**src/rtl/data_memory_stage_lsu.sv**
```systemverilog
// MEM-stage load/store unit: single-outstanding data-bus access, load lane
// extraction and extension, pass-through of non-memory results.
// Optional feature macro: LSU_EXCEPTION_EN (report misaligned/illegal ops
// instead of silently aligning or widening them).
module data_memory_stage_lsu #(
  parameter int unsigned DATA_WIDTH = 32,
  parameter int unsigned ADDR_WIDTH = 32
) (
  input  logic                      clk,
  input  logic                      rst_n,
  input  logic                      ex_valid,
  output logic                      ex_ready,
  input  logic                      ex_load,
  input  logic                      ex_store,
  input  logic [2:0]                ex_funct3,
  input  logic [ADDR_WIDTH-1:0]     ex_addr,
  input  logic [DATA_WIDTH-1:0]     ex_wdata,
  input  logic [4:0]                ex_rd,
  output logic                      mem_req,
  output logic                      mem_we,
  output logic [ADDR_WIDTH-1:0]     mem_addr,
  output logic [DATA_WIDTH-1:0]     mem_wdata,
  output logic [DATA_WIDTH/8-1:0]   mem_be,
  input  logic                      mem_ack,
  input  logic [DATA_WIDTH-1:0]     mem_rdata,
  output logic                      wb_valid,
  input  logic                      wb_ready,
  output logic                      wb_we,
  output logic [4:0]                wb_rd,
  output logic [DATA_WIDTH-1:0]     wb_data,
  output logic                      exc_valid,
  output logic [1:0]                exc_cause,
  output logic [ADDR_WIDTH-1:0]     exc_addr
);

  localparam int unsigned NB   = DATA_WIDTH / 8;
  localparam int unsigned OFFW = $clog2(NB);
  localparam bit          IS64 = (DATA_WIDTH == 64);
`ifndef LSU_EXCEPTION_EN
  localparam logic [2:0]  F3_FULL = IS64 ? 3'b011 : 3'b010;
`endif

  localparam logic [1:0] S_IDLE = 2'd0;
  localparam logic [1:0] S_BUS  = 2'd1;
  localparam logic [1:0] S_HOLD = 2'd2;

  logic [1:0]            state, state_d;
  logic                  mem_req_d, mem_we_d, wb_valid_d, wb_we_d;
  logic [ADDR_WIDTH-1:0] mem_addr_d;
  logic [DATA_WIDTH-1:0] mem_wdata_d, wb_data_d;
  logic [NB-1:0]         mem_be_d;
  logic [4:0]            wb_rd_d;
  logic                  op_store, op_store_d;
  logic [2:0]            op_funct3, op_funct3_d;
  logic [OFFW-1:0]       op_off, op_off_d;

  logic                  ex_fire;
  logic                  ld_ok, st_ok, dec_mem, dec_illegal;
  logic [2:0]            dec_funct3;
  logic [1:0]            dec_size;
  logic [OFFW-1:0]       size_mask, dec_off;
  logic [ADDR_WIDTH-1:0] dec_addr;
  logic [NB-1:0]         be_base, dec_be;
  logic [DATA_WIDTH-1:0] dec_wdata, rd_shift, rd_ext;

  assign ex_ready = (state == S_IDLE) || ((state == S_HOLD) && wb_ready);
  assign ex_fire  = ex_valid && ex_ready;

`ifdef LSU_EXCEPTION_EN
  logic                  dec_misal, dec_exc;
  logic                  exc_valid_d;
  logic [1:0]            exc_cause_d;
  logic [ADDR_WIDTH-1:0] exc_addr_d;
`else
  assign exc_valid = 1'b0;
  assign exc_cause = 2'd0;
  assign exc_addr  = '0;
`endif

  // Decode the offered op: legality, access size, aligned address, lanes
  always_comb begin
    ld_ok = 1'b0;
    st_ok = 1'b0;
    case (ex_funct3)
      3'b000, 3'b001, 3'b010: begin ld_ok = 1'b1; st_ok = 1'b1; end
      3'b100, 3'b101:         ld_ok = 1'b1;
      3'b011:                 begin ld_ok = IS64; st_ok = IS64; end
      3'b110:                 ld_ok = IS64;
      default: ;
    endcase
    dec_mem     = ex_load || ex_store;
    dec_illegal = (ex_load && ex_store) || (ex_load && !ld_ok) || (ex_store && !st_ok);
    dec_funct3  = ex_funct3;
`ifndef LSU_EXCEPTION_EN
    // Illegal ops degrade to a full-width access of the requested direction
    if (dec_illegal) dec_funct3 = F3_FULL;
`endif
    dec_size  = dec_funct3[1:0];
    size_mask = OFFW'((1 << dec_size) - 1);
`ifdef LSU_EXCEPTION_EN
    dec_misal = (ex_addr[OFFW-1:0] & size_mask) != '0;
    dec_exc   = dec_illegal || (dec_mem && dec_misal);
    dec_off   = ex_addr[OFFW-1:0];
`else
    dec_off   = ex_addr[OFFW-1:0] & ~size_mask;
`endif
    dec_addr = {ex_addr[ADDR_WIDTH-1:OFFW], OFFW'(0)};
    case (dec_size)
      2'd0:    be_base = NB'(1);
      2'd1:    be_base = NB'(3);
      2'd2:    be_base = NB'(15);
      default: be_base = NB'(255);
    endcase
    dec_be = be_base << dec_off;
    case (dec_size)
      2'd0:    dec_wdata = {NB{ex_wdata[7:0]}};
      2'd1:    dec_wdata = {(NB/2){ex_wdata[15:0]}};
      2'd2:    dec_wdata = {(NB/4){ex_wdata[31:0]}};
      default: dec_wdata = ex_wdata;
    endcase
  end

  // Extract the addressed lane from read data and extend it
  always_comb begin
    rd_shift = mem_rdata >> {op_off, 3'b000};
    case (op_funct3)
      3'b000:  rd_ext = DATA_WIDTH'($signed(rd_shift[7:0]));
      3'b001:  rd_ext = DATA_WIDTH'($signed(rd_shift[15:0]));
      3'b010:  rd_ext = DATA_WIDTH'($signed(rd_shift[31:0]));
      3'b100:  rd_ext = DATA_WIDTH'(rd_shift[7:0]);
      3'b101:  rd_ext = DATA_WIDTH'(rd_shift[15:0]);
      3'b110:  rd_ext = DATA_WIDTH'(rd_shift[31:0]);
      default: rd_ext = rd_shift;
    endcase
  end

  // Next-state and next-output logic
  always_comb begin
    state_d     = state;
    mem_req_d   = mem_req;
    mem_we_d    = mem_we;
    mem_addr_d  = mem_addr;
    mem_wdata_d = mem_wdata;
    mem_be_d    = mem_be;
    wb_valid_d  = wb_valid;
    wb_we_d     = wb_we;
    wb_rd_d     = wb_rd;
    wb_data_d   = wb_data;
    op_store_d  = op_store;
    op_funct3_d = op_funct3;
    op_off_d    = op_off;
`ifdef LSU_EXCEPTION_EN
    exc_valid_d = exc_valid;
    exc_cause_d = exc_cause;
    exc_addr_d  = exc_addr;
`endif
    case (state)
      S_BUS: if (mem_ack) begin
        state_d    = S_HOLD;
        mem_req_d  = 1'b0;
        wb_valid_d = 1'b1;
        wb_we_d    = !op_store && (wb_rd != 5'd0);
        wb_data_d  = op_store ? '0 : rd_ext;
      end
      S_HOLD: if (wb_ready) begin
        state_d    = S_IDLE;
        wb_valid_d = 1'b0;
`ifdef LSU_EXCEPTION_EN
        exc_valid_d = 1'b0;
`endif
      end
      default: ;
    endcase
    if (ex_fire) begin
      wb_rd_d     = ex_rd;
      op_store_d  = ex_store;
      op_funct3_d = dec_funct3;
      op_off_d    = dec_off;
`ifdef LSU_EXCEPTION_EN
      exc_valid_d = 1'b0;
      exc_cause_d = 2'd0;
      if (dec_exc) begin
        state_d     = S_HOLD;
        wb_valid_d  = 1'b1;
        wb_we_d     = 1'b0;
        wb_data_d   = '0;
        exc_valid_d = 1'b1;
        exc_cause_d = dec_illegal ? 2'd2 : 2'd1;
        exc_addr_d  = ex_addr;
      end else
`endif
      if (dec_mem) begin
        state_d     = S_BUS;
        mem_req_d   = 1'b1;
        mem_we_d    = ex_store;
        mem_addr_d  = dec_addr;
        mem_wdata_d = dec_wdata;
        mem_be_d    = dec_be;
        wb_valid_d  = 1'b0;
      end else begin
        state_d    = S_HOLD;
        wb_valid_d = 1'b1;
        wb_we_d    = (ex_rd != 5'd0);
        wb_data_d  = DATA_WIDTH'(ex_addr);
      end
    end
  end

  // State and output registers
  always_ff @(posedge clk or negedge rst_n) begin
    if (!rst_n) begin
      state     <= S_IDLE;
      mem_req   <= 1'b0;
      mem_we    <= 1'b0;
      mem_addr  <= '0;
      mem_wdata <= '0;
      mem_be    <= '0;
      wb_valid  <= 1'b0;
      wb_we     <= 1'b0;
      wb_rd     <= 5'd0;
      wb_data   <= '0;
      op_store  <= 1'b0;
      op_funct3 <= 3'd0;
      op_off    <= '0;
`ifdef LSU_EXCEPTION_EN
      exc_valid <= 1'b0;
      exc_cause <= 2'd0;
      exc_addr  <= '0;
`endif
    end else begin
      state     <= state_d;
      mem_req   <= mem_req_d;
      mem_we    <= mem_we_d;
      mem_addr  <= mem_addr_d;
      mem_wdata <= mem_wdata_d;
      mem_be    <= mem_be_d;
      wb_valid  <= wb_valid_d;
      wb_we     <= wb_we_d;
      wb_rd     <= wb_rd_d;
      wb_data   <= wb_data_d;
      op_store  <= op_store_d;
      op_funct3 <= op_funct3_d;
      op_off    <= op_off_d;
`ifdef LSU_EXCEPTION_EN
      exc_valid <= exc_valid_d;
      exc_cause <= exc_cause_d;
      exc_addr  <= exc_addr_d;
`endif
    end
  end

endmodule
```
**config.mk**
```make
export PLATFORM = sky130hd
export DESIGN_NAME = data_memory_stage_lsu
export DESIGN_NICKNAME = d
export VERILOG_FILES = /design/src/rtl/data_memory_stage_lsu.sv
export SDC_FILE = /design/constraint.sdc
export NUM_CORES = 1
export LEC_CHECK = 0
export BUFFER_PORTS_ARGS = -buffer_cell sky130_fd_sc_hd__buf_2
export CORE_MARGIN = 1
export CORE_UTILIZATION = 40
export CTS_BUF_LIST = sky130_fd_sc_hd__clkbuf_8
export CTS_CLUSTER_DIAMETER = 50
export DETAILED_ROUTE_END_ITERATION = 12
export GPL_TIMING_DRIVEN = 0
export HOLD_SLACK_MARGIN = 0.1
export PLACE_DENSITY = 0.79
export REMOVE_ABC_BUFFERS = 1
export SLEW_MARGIN = 30
export SYNTH_ARGS = -nofsm -noshare
export SYNTH_HDL_FRONTEND = slang
export SYNTH_SLANG_ARGS = --single-unit
export TNS_END_PERCENT = 1
```
**constraint.sdc**
```tcl
create_clock -name clk -period 2.74 [get_ports clk]
set_input_delay 0 -clock clk [delete_from_list [all_inputs] [get_ports clk]]
set_output_delay 0 -clock clk [all_outputs]
set_load 0.01 [all_outputs]
```
======== Word level (Yosys, flattened, before mapping) ========
Cells that the tools add are included.
storage, ports and cells
  flip-flop bits (word level) ............. 115
  bits in latches ......................... 0
  memory bits (writable) .................. 0
  memory bits (read-only) ................. 0
  logic and storage cells ................. 84
  memories ................................ 0
cells by class
  $add $sub $neg .......................... 1
  multiply operators ...................... 0
  div/mod/pow operators ................... 0
  $lt $le $gt $ge ......................... 0
  eq/ne operators ......................... 12
  shift operators ......................... 3
  mux-type cells .......................... 29
  bitwise gates (word level) .............. 2
  reduce and logical (&&, ||, !) cells .... 24
operator list
  operator                                       number
  2-to-1 mux 32 bit                              5
  one-hot mux 32 bit (4 select lines)            1
  one-hot mux 32 bit (2 select lines)            1
  right shift 32 x 5 -> 32 bit                   1
  2-to-1 mux 1 bit                               14
  == test 3 bit, second input constant           4
  nonzero test 5 bit                             2
  2-to-1 mux 2 bit                               4
  one-hot mux 4 bit (2 select lines)             1
  == test 3 x 1 -> 1 bit, second input constant  2
  logical AND 1 bit                              6
  logical NOT 3 bit                              2
  inequality test 3 bit, second input constant   2
  OR reduction 5 bit                             1
  == test 2 x 1 -> 1 bit, second input constant  2
  logical NOT 2 bit                              2
  logical OR 1 bit                               4
  one-hot mux 2 bit (2 select lines)             1
  left shift 4 x 2 -> 4 bit                      1
  == test 3 x 2 -> 1 bit, second input constant  1
  logical NOT 1 bit                              3
  2-to-1 mux 3 bit                               1
  AND reduction 3 bit                            1
  nonzero test 3 bit                             1
  8 further kinds                                8

======== Depth between registers and ports, before layout ========
Gate-level depths: netlist (run 1).
  word-level depth ........................ 13
  gate-level depth with buffers ........... 7
  gate-level depth less buffers ........... 4

======== Worst setup path after synthesis (run 1) ========
OpenSTA, ideal clock, no wires.
  kind .................................... register to register
  start ................................... register op_off[1]
  end ..................................... register wb_data[14]
  library setup time ...................... 126 ps
  arrival ................................. 1,467 ps
  data required time ...................... 2,614 ps
  path slack .............................. 1,147 ps
  cell stages (with the launch flop) ...... 5
  path buffers ............................ 0
  path through ............................ dfrtp_1 > mux4_2 > nand2b_1 > a21oi_1 > a221o_1
between the ends
  cells in the longest elaborated chain, start to end .. 7
ends and longest elaborated chain
  item                                   RTL line  source
  from (decl)                            55        logic [OFFW-1:0] op_off, op_off_d;
  from (signal assigned)                 243       op_off <= op_off_d;
  right shift 32 x 5 -> 32 bit *         125       rd_shift = mem_rdata >> {op_off, 3'b000};
  one-hot mux 32 bit (4 select lines) *  126       case (op_funct3)
  2-to-1 mux 32 bit *                    163       wb_data_d = op_store ? '0 : rd_ext;
  2-to-1 mux 32 bit *                    158       S_BUS: if (mem_ack) begin
  2-to-1 mux 32 bit *                    157       case (state)
  2-to-1 mux 32 bit                      192       if (dec_mem) begin
  2-to-1 mux 32 bit *                    174       if (ex_fire) begin
  net wb_data_d[14]                      50        logic [DATA_WIDTH-1:0] mem_wdata_d, wb_data_d;
  to (signal assigned)                   240       wb_data <= wb_data_d;
  to (decl)                              30        output logic [DATA_WIDTH-1:0] wb_data,
Mark *: on every way through the listed nets, which the timed path passes. The rest lies on a longest branch.
A chain may end at the register's enable or synchronous reset.

======== Final worst setup path (run 1) ========
  start ................................... register op_off[0]
  end ..................................... register wb_data[19]
Same word-level chain as after synthesis.

==> results of run 1 <==
routing by layer:
| layer | part of all wire, % | vias up |
|---|---|---|
| met1 | 39 | 2892 |
| met5 | 0 | - |
| met2 | 50 | 365 |
| li1 | - | 2766 |
| met4 | 3.1 | 0 |
| met3 | 8.4 | 56 |
synth_stat cells (2+ instances only):
master and count:
nand2_1 208, dfrtp_1 114, buf_4 41, mux2i_1 41, o21ai_0 33, nand3_1 20
nor2_1 17, clkbuf_1 15, buf_2 14, a21oi_1 11, nor2b_1 10, nand4_1 9
a32oi_1 8, and3_1 8, mux2_2 8, o21ai_2 8, a211o_1 7, a221o_1 7
o2111ai_1 7, a31oi_1 6, buf_1 5, nand2b_1 4, nand3b_1 4, inv_1 3
nor3_1 3, o21ai_1 3, a221oi_1 2, o211ai_1 2
cell families after synthesis:
family	count (synthesis)	share of synthesized area [%]
other cells	1	0.0646
simple gates	289	21.4
mux	50	9.00
compound gates	100	12.2
flops	114	49.1
buf+inv	79	8.19
state kept, by name, summed over array words and instances (netlist names):
signal / flops
state: 1
wb_rd: 5
wb_valid: 1
wb_data: 32
mem_wdata: 32
wb_we: 1
op_store: 1
mem_be: 4
op_funct3: 3
mem_req: 1
mem_addr: 30
op_off: 2
mem_we: 1
what timing repair did:
item,in CTS,in global routing
endpoints found under the setup margin,0,0
hold buffers,124,0
endpoints found under the hold margin,228,0
buffers inserted,0,0
through the flow:
step                TNS, ps  worst slack, ps  power (W)
floorplan            -57210            -1110    0.00454
global placement    -184300            -3060    0.00576
detailed placement        0              302    0.00589
CTS                       0              235    0.00778
global route              0             67.5    0.00837
finish                    0              195    0.00788
layout make-up:
class,count,share of cell area [%]
inverters,3,0.130
clock buffers,21,3.34
multi-input cells,476,30.5
clock inverters,10,1.52
flip-flops and latches,114,33.0
repair buffers,357,28.9
well taps,180,2.61
worst min path at each step:
stage,start,endpoint,cells after the start
floorplan,rst_n,mem_addr[10]$_DFFE_PN0P_,0
global placement,ex_addr[17],mem_addr[17]$_DFFE_PN0P_,3
detailed placement,rst_n,mem_addr[4]$_DFFE_PN0P_,1
CTS,rst_n,mem_addr[4]$_DFFE_PN0P_,3
global route,rst_n,mem_addr[18]$_DFFE_PN0P_,3
finish,rst_n,mem_addr[4]$_DFFE_PN0P_,3
worst reg2reg max path, stage by stage, from the launching register on:
cell and delay, ps:
dfrtp_2 940, mux2i_1 210, o211ai_1 190, nand4_1 730, o2111ai_1 370
power by group through the flow:
stage | clock network (W) | logic (W) | registers [W]
floorplan | 0 | 0.00127 | 0.00328
global placement | 0 | 0.00280 | 0.00296
detailed placement | 0 | 0.00290 | 0.00299
CTS | 0.00173 | 0.00307 | 0.00298
global route | 0.00181 | 0.00347 | 0.00310
finish | 0.00170 | 0.00317 | 0.00301
==> impl_metrics.ini, run 1 <==
[synth]
synth.distinct_cells = 43
synth_area_sq_um = 5810
yosys_warnings = 0
synth_edf_count = 0
synth_top_area_cell = dfrtp_1
synthTopCellsByArea = dfrtp_1 (49%), nand2_1 (13%), mux2i_1 (7.1%)
synth-seq-cells = 114
synth-async-reset-ratio_pct = 100
netlist.area_leader.share_pct = 49.1
seq_area_frac_synth_pct = 49.1
synth_area_per_cell_sq_um = 9.18
ys.flop_type = dfrtp_1
synthCells = 633

[final_layout]
multi_input_area_sq_um = 2640
drive_above_1_share_pct = 29.9
diodes = 0
fin_util_pct = 61.6
fillers = 1125
regArea_sq_um = 2860
areaGrowthSynthToFinish_pct = 48.8
finalInstanceArea_sq_um = 8640
layout_commonest_cell = buf_2
layout_common_cells = buf_2 (224), nand2_1 (208), dlygate4sd3_1 (123)
fin_cells = 1161
fin_nets = 1080

[timing]
slew_headroom_pct = 35.5
clock.fmax_mhz = 393
post-route-min-period_ps = 2540
worst_slew_pin_slew_ps = 967
finalHoldViolations = 0
rsz0062_at_grt = false
finalMaxSlewViolations = 0
min_period_over_period_pct = 92.9
holdWs_ps = 118
finalSetupViolCount = 0
fin_skew_ps = 10.3

[routing]
detail-route-antenna-nets = 0
drc = 0
wire_per_inst_um = 17.6
drt-initial-drc-count = 415
via_count = 6079
viasPerCell = 5.24
firstDrtPassIters = 5
wl_mm = 20.5

[floorplan]
ioPinCount = 256
die_y_um = 123
fp-row-count = 43
initial_core_util_pct = 41.4
dieArea_sq_um = 15000
coreArea_sq_um = 14000
dieWidth_um = 123

[pwr]
p_leak_nw = 4.37
p_comb_share_pct = 40.2
clkPwrFrac_pct = 21.6
seq_power_share_pct = 38.2
internal_power_w = 0.00481
netSwitchingPower_w = 0.00307
p_per_area_nw_per_um2 = 912
swShare_pct = 38.9
peakVddDrop_v = 0.000489

[global_route]
grt.total_usage_pct = 27.6
grt-busiest-layer = met2
gr-total-overflow = 0
grt_max_degree = 61
first_global_vias = 6181
grt_util_met3_pct = 8.09
met1_usage_pct = 30.7
grt_pass1_wl_mm = 31.3
grt_use_met2_pct = 48.2
antenna_found_initial = 0

[critical_path]
cp_top_family = flip-flops
critPathCapture = wb_data[19]$_DFF_PN0_
rr_startpoint = op_off[0]$_DFFE_PN0P_
end_kind = register
start_kind = register
worstPathArrival_ps = 2870
path_cells = mux2i_1 -> o211ai_1 -> nand4_1 -> o2111ai_1
reg2reg_slack_ps = 200
cp_slowest_cell = dfrtp_2
startpoint = op_off[0]$_DFFE_PN0P_
critPathMaxStageDelay_ps = 940
critical_path_required_ps = 3070
reg2reg_depth = 4
crit_buf_inv = 0
critical_path_depth = 4
worstReg2RegEnd = wb_data[19]$_DFF_PN0_
worstPathMaxFanout = 37
path_class = register to register

[cts]
cts_tree = done
htreeDepth = 4
ctsResizeCount = 0
cts.sinks = 114
path_clk_slew_ps = 70
clk_latency_ps = 440
numCtsBuffers = 17
cts_root_buf = clkbuf_8
clockBufferDepth = 2

[run_status]
status = completed

[place]
place_inst = 1006
post_dp_cell_area_sq_um = 6960
dp_hpwl_mm = 12.6
port_buffers = 218
gp_congestion = 0.810

[min_path]
hp-class = input pin to asynchronous set/reset pin

[job]
maxCapViolCount = 0
No activity file was read; power rests on OpenSTA's default activity.
==> run 2: changes to the inputs <==
==> constraint.sdc (replaced) <==
create_clock -name clk -period 2.74 [get_ports clk]
set_input_delay 0.137 -clock clk [delete_from_list [all_inputs] [get_ports clk]]
set_output_delay 0.137 -clock clk [all_outputs]
set_load 0.01 [all_outputs]
==> run 2 against run 1 <==
Non-clock buffer count decreased by 36. Die area stayed put. Global-route usage is 1.4 points lower. First-iteration DRC count decreased by 3.1%. Worst hold slack better by 27 ps. Sequential cell count unchanged. Clock skew shrank 2.6 ps. Via count is 3.6% lower. Clock power barely moved. Largest cell class unchanged. Sequential power is essentially flat. Count of clock-buffer cells in the layout is the same.
==> impl_metrics.ini, run 2 (synthesis gave the netlist of run 1 again) <==
[critical_path]
crit_buf_inv = 0
reg2reg_slack_ps = 210
critical_path_required_ps = 3080
worstReg2RegEnd = wb_data[16]$_DFF_PN0_
start_kind = register
worstPathMaxFanout = 37
reg2reg_depth = 4
path_class = register to register
cp_top_family = flip-flops
worstPathArrival_ps = 2870
critPathMaxStageDelay_ps = 930
rr_startpoint = op_off[0]$_DFFE_PN0P_
cp_slowest_cell = dfrtp_2
path_cells = mux2i_1 -> o211ai_1 -> nand4_1 -> o2111ai_1
end_kind = register

[place]
dp_hpwl_mm = 12.6
gp_congestion = 0.810
place_inst = 1006
place_ws_ps = 302
port_buffers = 218

[floorplan]
die_y_um = 123
ioPinCount = 256
initial_core_util_pct = 41.4
coreArea_sq_um = 14000
dieArea_sq_um = 15000
fp-row-count = 43
dieWidth_um = 123

[cts]
htreeDepth = 4
cts_setup_buffers = 0
ctsResizeCount = 0
numCtsBuffers = 17
cts.sinks = 114
cts_tree = done
path_clk_slew_ps = 70
clk_latency_ps = 440
cts_root_buf = clkbuf_8
clockBufferDepth = 2
hold_buffers = 88

[global_route]
gr-total-overflow = 0
first_global_vias = 5770
grt_pass1_wl_mm = 29.6
antenna_found_initial = 0
grt_max_degree = 61
grt.total_usage_pct = 26.2

[pwr]
clkPwrFrac_pct = 21.9
p_leak_nw = 4.22
swShare_pct = 38.8
p_per_area_nw_per_um2 = 938
p_comb_share_pct = 39.4
peakVddDrop_v = 0.000509
internal_power_w = 0.00475
seq_power_share_pct = 38.7
netSwitchingPower_w = 0.00301

[timing]
post-route-min-period_ps = 2530
clock.fmax_mhz = 395
min_period_over_period_pct = 92.4
slew_headroom_pct = 37.2
finalHoldViolations = 0
setup_slack_ps = 208
holdWs_ps = 145
finalMaxSlewViolations = 0
finalSetupViolCount = 0
rsz0062_at_grt = false
worst_slew_pin_slew_ps = 941
fin_skew_ps = 7.68

[job]
maxCapViolCount = 0

[run_status]
status = completed

[min_path]
whs_endpoint = wb_data[13]$_DFF_PN0_
min_path_cells = 4
hp-class = input pin to register
hp-start = mem_rdata[13]

[routing]
drt-initial-drc-count = 402
detail-route-antenna-nets = 0
viasPerCell = 5.21
wire_per_inst_um = 17.3
drc = 0
firstDrtPassIters = 7
via_count = 5863
wl_mm = 19.5

[final_layout]
fin_nets = 1044
fin_cells = 1125
drive_above_1_share_pct = 30.9
top_regs = mem_wdata: 32 flops, wb_data: 32 flops, mem_addr: 30 flops
layout_common_cells = buf_2 (224), nand2_1 (208), dfrtp_1 (112)
areaGrowthSynthToFinish_pct = 42.3
layout_commonest_cell = buf_2
fin_util_pct = 58.9
diodes = 0
==> run 2: stage by stage <==
stage	instance area (sq um)	power, W	setup TNS (ps)
final	8270	0.00776	0
after global routing	8270	0.00827	0
after CTS	8260	0.00771	0
after detailed placement	6960	0.00589	0
after global placement	6800	0.00576	-193060
after floorplan	5480	0.00454	-65970
==> run 2: worst max-delay path by stage <==
stage                                      from                        end  slack [ps]  cells after the start
after floorplan                        ex_store  mem_wdata[16]$_DFFE_PN0P_       -1250                      2
after global placement                 ex_store  mem_wdata[31]$_DFFE_PN0P_       -3200                      3
after detailed placement  op_off[0]$_DFFE_PN0P_      wb_data[19]$_DFF_PN0_         300                      4
after CTS                 op_off[0]$_DFFE_PN0P_      wb_data[16]$_DFF_PN0_         230                      4
after global routing      op_off[0]$_DFFE_PN0P_      wb_data[16]$_DFF_PN0_          70                      4
final                     op_off[0]$_DFFE_PN0P_      wb_data[16]$_DFF_PN0_         210                      4
==> run 2: worst reg2reg max path, delay by kind of cell (launching register included) <==
kind	cells	cell delay, ps
flops	1	930
simple gates	1	710
compound gates	2	570
mux	1	220
==> run 2: area by class of cell <==
type	count	area (sq um)
repair buffers	321	2120
inverters	3	11.3
fillers	1185	5780
well taps	180	225
clock inverters	10	131
multi-input cells	476	2640
clock buffers	21	289
flip-flops and latches	114	2860
==> run 2: power by group through the flow <==
stage | Sequential (W) | Combinational (W) | Clock [W]
floorplan | 0.00328 | 0.00127 | 0
global placement | 0.00296 | 0.00280 | 0
detailed placement | 0.00299 | 0.00290 | 0
CTS | 0.00298 | 0.00300 | 0.00173
global route | 0.00309 | 0.00337 | 0.00181
finish | 0.00300 | 0.00306 | 0.00170
==> run 2: per-layer routing <==
| metal | GRT usage [%] | wire, um | vias to the layer above |
|---|---|---|---|
| li1 | - | - | 2698 |
| met1 | 30.7 | 7770 | 2774 |
| met2 | 45.0 | 9560 | 354 |
| met3 | 6.27 | 1620 | 37 |
| met4 | 11.8 | 510 | 0 |
| met5 | 0 | 0 | - |
